[config.mk]
export PLATFORM = sky130hd
export DESIGN_NAME = rrf_alloc
export DESIGN_NICKNAME = d
export VERILOG_FILES = /design/src/rtl/rrf_alloc_pkg.sv /design/src/rtl/rrf_alloc.sv
export SDC_FILE = /design/constraint.sdc
export NUM_CORES = 1
export LEC_CHECK = 0
export CORE_MARGIN = 1
export CORE_UTILIZATION = 36
export DETAILED_ROUTE_END_ITERATION = 7
export PLACE_DENSITY_LB_ADDON = 0.12
export SYNTH_ARGS = -nofsm -noshare
export SYNTH_HDL_FRONTEND = slang
export SYNTH_SLANG_ARGS = --single-unit
[constraint.sdc]
create_clock -name clk_i -period 5.7 [get_ports clk_i]
set_input_delay 1.14 -clock clk_i [delete_from_list [all_inputs] [get_ports clk_i]]
set_output_delay 1.14 -clock clk_i [all_outputs]
set_load 0.02 [all_outputs]
[src/rtl/rrf_alloc_pkg.sv]
// Shared rename-register constants for the dispatch stage, plus the pointer-width macro.
// Pointers carry one extra phase bit above the RRF index so that full and empty can be told apart.
`ifndef RRF_ALLOC_PKG_SV
`define RRF_ALLOC_PKG_SV

package rrf_alloc_pkg;

   localparam int RRF_NUM  = 64;
   localparam int RRF_SEL  = 6;
   localparam int DATA_LEN = 32;

endpackage

`define RRF_PTR_W (rrf_alloc_pkg::RRF_SEL + 1)

`endif

[src/rtl/rrf_alloc.sv]
// Rename-register allocator: allocation/commit pointers, free count and dispatch tags.
// Optional RRF_ALLOC_STATS_EN adds stall_cnt_o, a saturating count of capacity-blocked dispatch cycles.
module rrf_alloc
   import rrf_alloc_pkg::*;
(
   input  logic                     clk_i,
   input  logic                     reset_i,
   input  logic                     dp1_req_i,
   input  logic                     dp2_req_i,
   input  logic                     stall_dp_i,
   input  logic [1:0]               com_num_i,
   input  logic                     rollback_i,
   input  logic [`RRF_PTR_W-1:0]    rollback_ptr_i,
   output logic                     allocatable_o,
   output logic                     alloc_en1_o,
   output logic                     alloc_en2_o,
   output logic [RRF_SEL-1:0]       rrftag1_o,
   output logic [RRF_SEL-1:0]       rrftag2_o,
   output logic [`RRF_PTR_W-1:0]    rrfptr_o,
   output logic [`RRF_PTR_W-1:0]    comptr_o,
   output logic [`RRF_PTR_W-1:0]    freenum_o
`ifdef RRF_ALLOC_STATS_EN
   ,
   output logic [31:0]              stall_cnt_o
`endif
);

   localparam int                  PTR_W      = `RRF_PTR_W;
   localparam logic [PTR_W-1:0]    RRF_NUM_P  = PTR_W'(RRF_NUM);

   logic [PTR_W-1:0] r_rrfptr;
   logic [PTR_W-1:0] r_comptr;
   logic [PTR_W-1:0] r_freenum;

   logic [1:0]       w_reqnum;
   logic [PTR_W-1:0] w_reqnum_ext;
   logic [PTR_W-1:0] w_com_ext;
   logic [PTR_W-1:0] w_alloc_num;
   logic [PTR_W-1:0] w_comptr_next;
   logic [PTR_W-1:0] w_tag2_ptr;
   logic             w_allocatable;
   logic             w_fire;

   assign w_reqnum      = {1'b0, dp1_req_i} + {1'b0, dp2_req_i};
   assign w_reqnum_ext  = {{(PTR_W-2){1'b0}}, w_reqnum};
   assign w_com_ext     = {{(PTR_W-2){1'b0}}, com_num_i};
   assign w_allocatable = (r_freenum >= w_reqnum_ext);

   // All-or-nothing: with room for only one of two requests, neither slot fires.
   assign w_fire        = w_allocatable & ~stall_dp_i & ~rollback_i & (w_reqnum != 2'd0);
   assign w_alloc_num   = w_fire ? w_reqnum_ext : '0;
   assign w_comptr_next = r_comptr + w_com_ext;
   assign w_tag2_ptr    = r_rrfptr + {{(PTR_W-1){1'b0}}, dp1_req_i};

   always_ff @(posedge clk_i) begin
      if (reset_i) begin
         r_rrfptr  <= '0;
         r_comptr  <= '0;
         r_freenum <= RRF_NUM_P;
      end else if (rollback_i) begin
         // Entries between the surviving commit pointer and the restored pointer stay occupied.
         r_rrfptr  <= rollback_ptr_i;
         r_comptr  <= w_comptr_next;
         r_freenum <= RRF_NUM_P - (rollback_ptr_i - w_comptr_next);
      end else begin
         r_rrfptr  <= r_rrfptr + w_alloc_num;
         r_comptr  <= w_comptr_next;
         r_freenum <= r_freenum + w_com_ext - w_alloc_num;
      end
   end

`ifdef RRF_ALLOC_STATS_EN
   logic [31:0] r_stall_cnt;
   logic        w_stall_ev;

   assign w_stall_ev = (w_reqnum != 2'd0) & ~stall_dp_i & ~rollback_i & ~w_allocatable;

   always_ff @(posedge clk_i) begin
      if (reset_i) begin
         r_stall_cnt <= '0;
      end else if (w_stall_ev && (r_stall_cnt != '1)) begin
         r_stall_cnt <= r_stall_cnt + 32'd1;
      end
   end

   assign stall_cnt_o = r_stall_cnt;
`endif

   assign allocatable_o = w_allocatable;
   assign alloc_en1_o   = w_fire & dp1_req_i;
   assign alloc_en2_o   = w_fire & dp2_req_i;
   assign rrftag1_o     = r_rrfptr[RRF_SEL-1:0];
   assign rrftag2_o     = w_tag2_ptr[RRF_SEL-1:0];
   assign rrfptr_o      = r_rrfptr;
   assign comptr_o      = r_comptr;
   assign freenum_o     = r_freenum;

endmodule

==> summary.txt <==
Logic synthesis
  – Adder-Cell Fraction of Synth Area: 0.274
  – Top_reg_cell synth: dfxtp_1
  – Count of different cell masters after synthesis: 44
  – Seq/Total Area, Yosys: 0.219
  – EDFF count, synth: 0
  – Synth Warn #: 0
  – Largest family of logic cells by synthesized area: adder cells
  – Syn Inst Count: 216
  – Async set-reset flop share out of synthesis: 0
  – Simple-gate share of the synthesized area: 0.147
  – Syn Nets: 270
  – FF+latch count, synth: 21
  – Mapped cell area: 0.00192 mm2
  – Mux contribution to synthesized area: 0.0157
  – Synth Area in XOR/XNOR: 0.103
  – Post-synthesis compound-gate area fraction: 0.145
  – Synth Area per Inst: 8.88 um2

Drt
  – Via/cell ratio: 4.69
  – DR WL/cell: 12.7 um
  – Drt pass-1 iters: 4
  – Met3 wire len: 184 um
  – Max Used Layer: met4
  – Starting DRC count in detailed routing: 56
  – Met2 WL: 1940 um
  – M1 WL: 2040 um
  – # DRC: 0
  – WL final: 4180 um
  – Vias post-DR: 1,547
  – Antenna-violating nets left: 0

STA
  – Max_slew headroom: 0.553
  – Tcrit/Tclk final: 0.865
  – Max-slew violation count: 0
  – RSZ-0062 raised after global routing: no
  – Final Critical Period: 4.93 ns
  – Setup_tns: 0 ns
  – Final setup viols: 0
  – Max Clk Rate: 203 MHz
  – Clock Skew: 0.00530 ns
  – Worst Tran Pin Value: 0.669 ns
  – Endpoints failing hold: 0

Worst setup path
  – CP Max Fanout: 5
  – Worst setup EP type: output port
  – CP Data Arrival Time: 3.79 ns
  – Critical Path, Cell by Cell: clkdlybuf4s50_1 -> inv_1 -> ha_1 -> ha_1 -> nand4_1 -> o21a_1 -> a2111oi_4 -> and2_1 -> clkdlybuf4s50_1
  – WP buf/inv: 3
  – FF-to-FF setup slack: 2.21 ns
  – Reg-to-Reg Start: freenum_o[1]
  – Worst EP required: 4.56 ns
  – Worst-case reg-to-reg path depth: 14
  – Slowest cell delay on critical path: 0.59 ns
  – Worst path top cell family by delay: buffers and inverters
  – Worst Setup Start Kind: primary input
  – CP Class: primary input to output port
  – Slowest CP cell: clkdlybuf4s50_1
  – Reg2reg end: freenum_o[6]
  – CP Launch Point: dp1_req_i

Layout
  – Final net count: 315
  – Commonest non-fill, non-tap cell in the layout: clkdlybuf4s50_1
  – Multi-input combinational cell area: 0.00132 mm2
  – Area delta synth->final: 29.8%
  – Fill count: 532
  – Total area of sequential cells: 420 um2
  – Most frequent cells in the layout: clkdlybuf4s50_1, ha_1, inv_1, dfxtp_1, nor2_1
  – Proportion of layout cells with a drive suffix above 1: 0.0615
  – Diode count: 0
  – Final Instance Area: 0.00249 mm2

Power and ir drop
  – VDD IR-drop max: 0.149 mV
  – LEAKAGE: 0.00115 uW
  – PD cells: 318 mW/mm2

Placed design
  – GP Congestion: 0.768
  – Hpwl dp: 3350 um
  – Placed Area: 0.00244 mm2
  – I/O Buffers: 50

Run status
  – Status: complete, no violations

CTS
  – Post-CTS setup buffers: 0
  – CTS buffer count: 3
  – Hold-fix buffers, CTS: 0
  – Deepest clock path buffer count: 2
  – Clock Sinks: 21
  – # resized after CTS: 0
  – Root buf cell: clkbuf_8
  – TritonCTS clock tree: done
  – CTS H-tree depth: 1
  – CTS clock-pin slew for the worst setup and hold paths: 0.08 ns
  – Worst skew pair latency: 0.26 ns

Min path
  – WHS Path Cells: 2
  – Worst hold path endpoint: comptr_o[6]
  – Worst hold start: comptr_o[6]
  – Hold WC Path Type: register to register

Die
  – Die area: 0.00562 mm2
  – # IOs: 51
  – Starting Density: 0.376
  – Die X: 75.0 um
  – Die span in y: 75.0 um
  – Core ar.: 0.00511 mm2
  – Placement Rows: 26

GRT
  – First-pass GRT wire length: 6730 um
  – Gr ovfl total: 0
  – Largest net degree at the start of global routing: 19
  – Total GRT Usage: 0.161
  – Initial antenna violation count: 0
  – Vias in the first global route: 1,434

Run
  – Number of max-cap violations: 0
[routing by layer]
layer	vias to the layer above	global-route usage
met5	-	0
met2	33	0.266
li1	806	-
met4	0	0.0252
met3	2	0.0335
met1	706	0.221
[cells in the mapped netlist (2+ instances only)]
master	n	area (um2)
dfxtp_1	21	420
o21ai_0	2	10.0
mux2i_1	3	30.0
inv_2	2	7.51
nand2_1	9	33.8
a21oi_1	11	55.1
a21o_1	3	22.5
a211oi_1	6	45.0
o211a_1	2	20.0
ha_1	34	425
clkbuf_1	2	7.51
nand4_1	2	12.5
xor2_1	11	96.3
inv_1	28	105
buf_4	7	52.6
nor2_1	16	60.1
nor2b_1	2	12.5
xnor2_1	9	78.8
buf_2	2	10.0
and3_1	4	25.0
and2_1	8	50.1
a31oi_1	2	12.5
nand3_1	5	25.0
fa_1	5	100
[worst reg2reg max path, stage by stage, from the launching register on]
cell	delay [ns]
dfxtp_1	0.34
ha_1	0.31
nor2b_1	0.14
o31a_1	0.24
o21ai_2	0.18
a2111oi_4	0.11
and2_1	0.20
fa_1	0.48
inv_1	0.07
fa_1	0.45
a21oi_1	0.19
o21bai_2	0.10
a221oi_2	0.30
nor4_1	0.09
a211oi_2	0.21
[worst max path at each step]
stage | slack [ns] | endpoint | cells past startpoint
6_report | 0.77 | alloc_en1_o | 9
5_1_grt | 0.61 | alloc_en2_o | 9
4_1_cts | 0.75 | alloc_en2_o | 9
3_5_place_dp | 0.63 | freenum_o[6] | 17
3_3_place_gp | 0.70 | freenum_o[6] | 17
2_1_floorplan | 1.42 | freenum_o[6] | 16
[sequential cells by signal, summed over array words and instances (netlist names)]
name	count
freenum_o	7
comptr_o	7
rrfptr_o	7
[report_power, final]
part | internal [uW] | switching [uW]
registers | 173 | 27.1
logic | 228 | 261
clock network | 48.8 | 53.9
[cells by family after synthesis]
group,Yosys count
flops,21
fa+ha+maj,39
simple gates,55
mux,3
buf+inv,41
compound gates,36
xor+xnor,21
[layout make-up]
class                   count  share of cell area
flip-flops and latches     21               0.169
well taps                  70              0.0352
repair buffers             51               0.204
clock buffers               3              0.0166
inverters                  30              0.0452
multi-input cells         154               0.528
clock inverters             1             0.00201
[stage by stage]
stage	hold slack, ns	total power [uW]	worst slack (ns)	std cells	util
2_1_floorplan	0.629	544	1.42	216	-
3_3_place_gp	0.536	696	0.704	326	0.478
3_5_place_dp	0.541	693	0.634	326	0.478
4_1_cts	0.565	802	0.746	330	0.488
5_1_grt	0.602	864	0.614	330	0.488
6_report	0.557	792	0.769	330	0.488
Power figures use the tool's default switching activity.
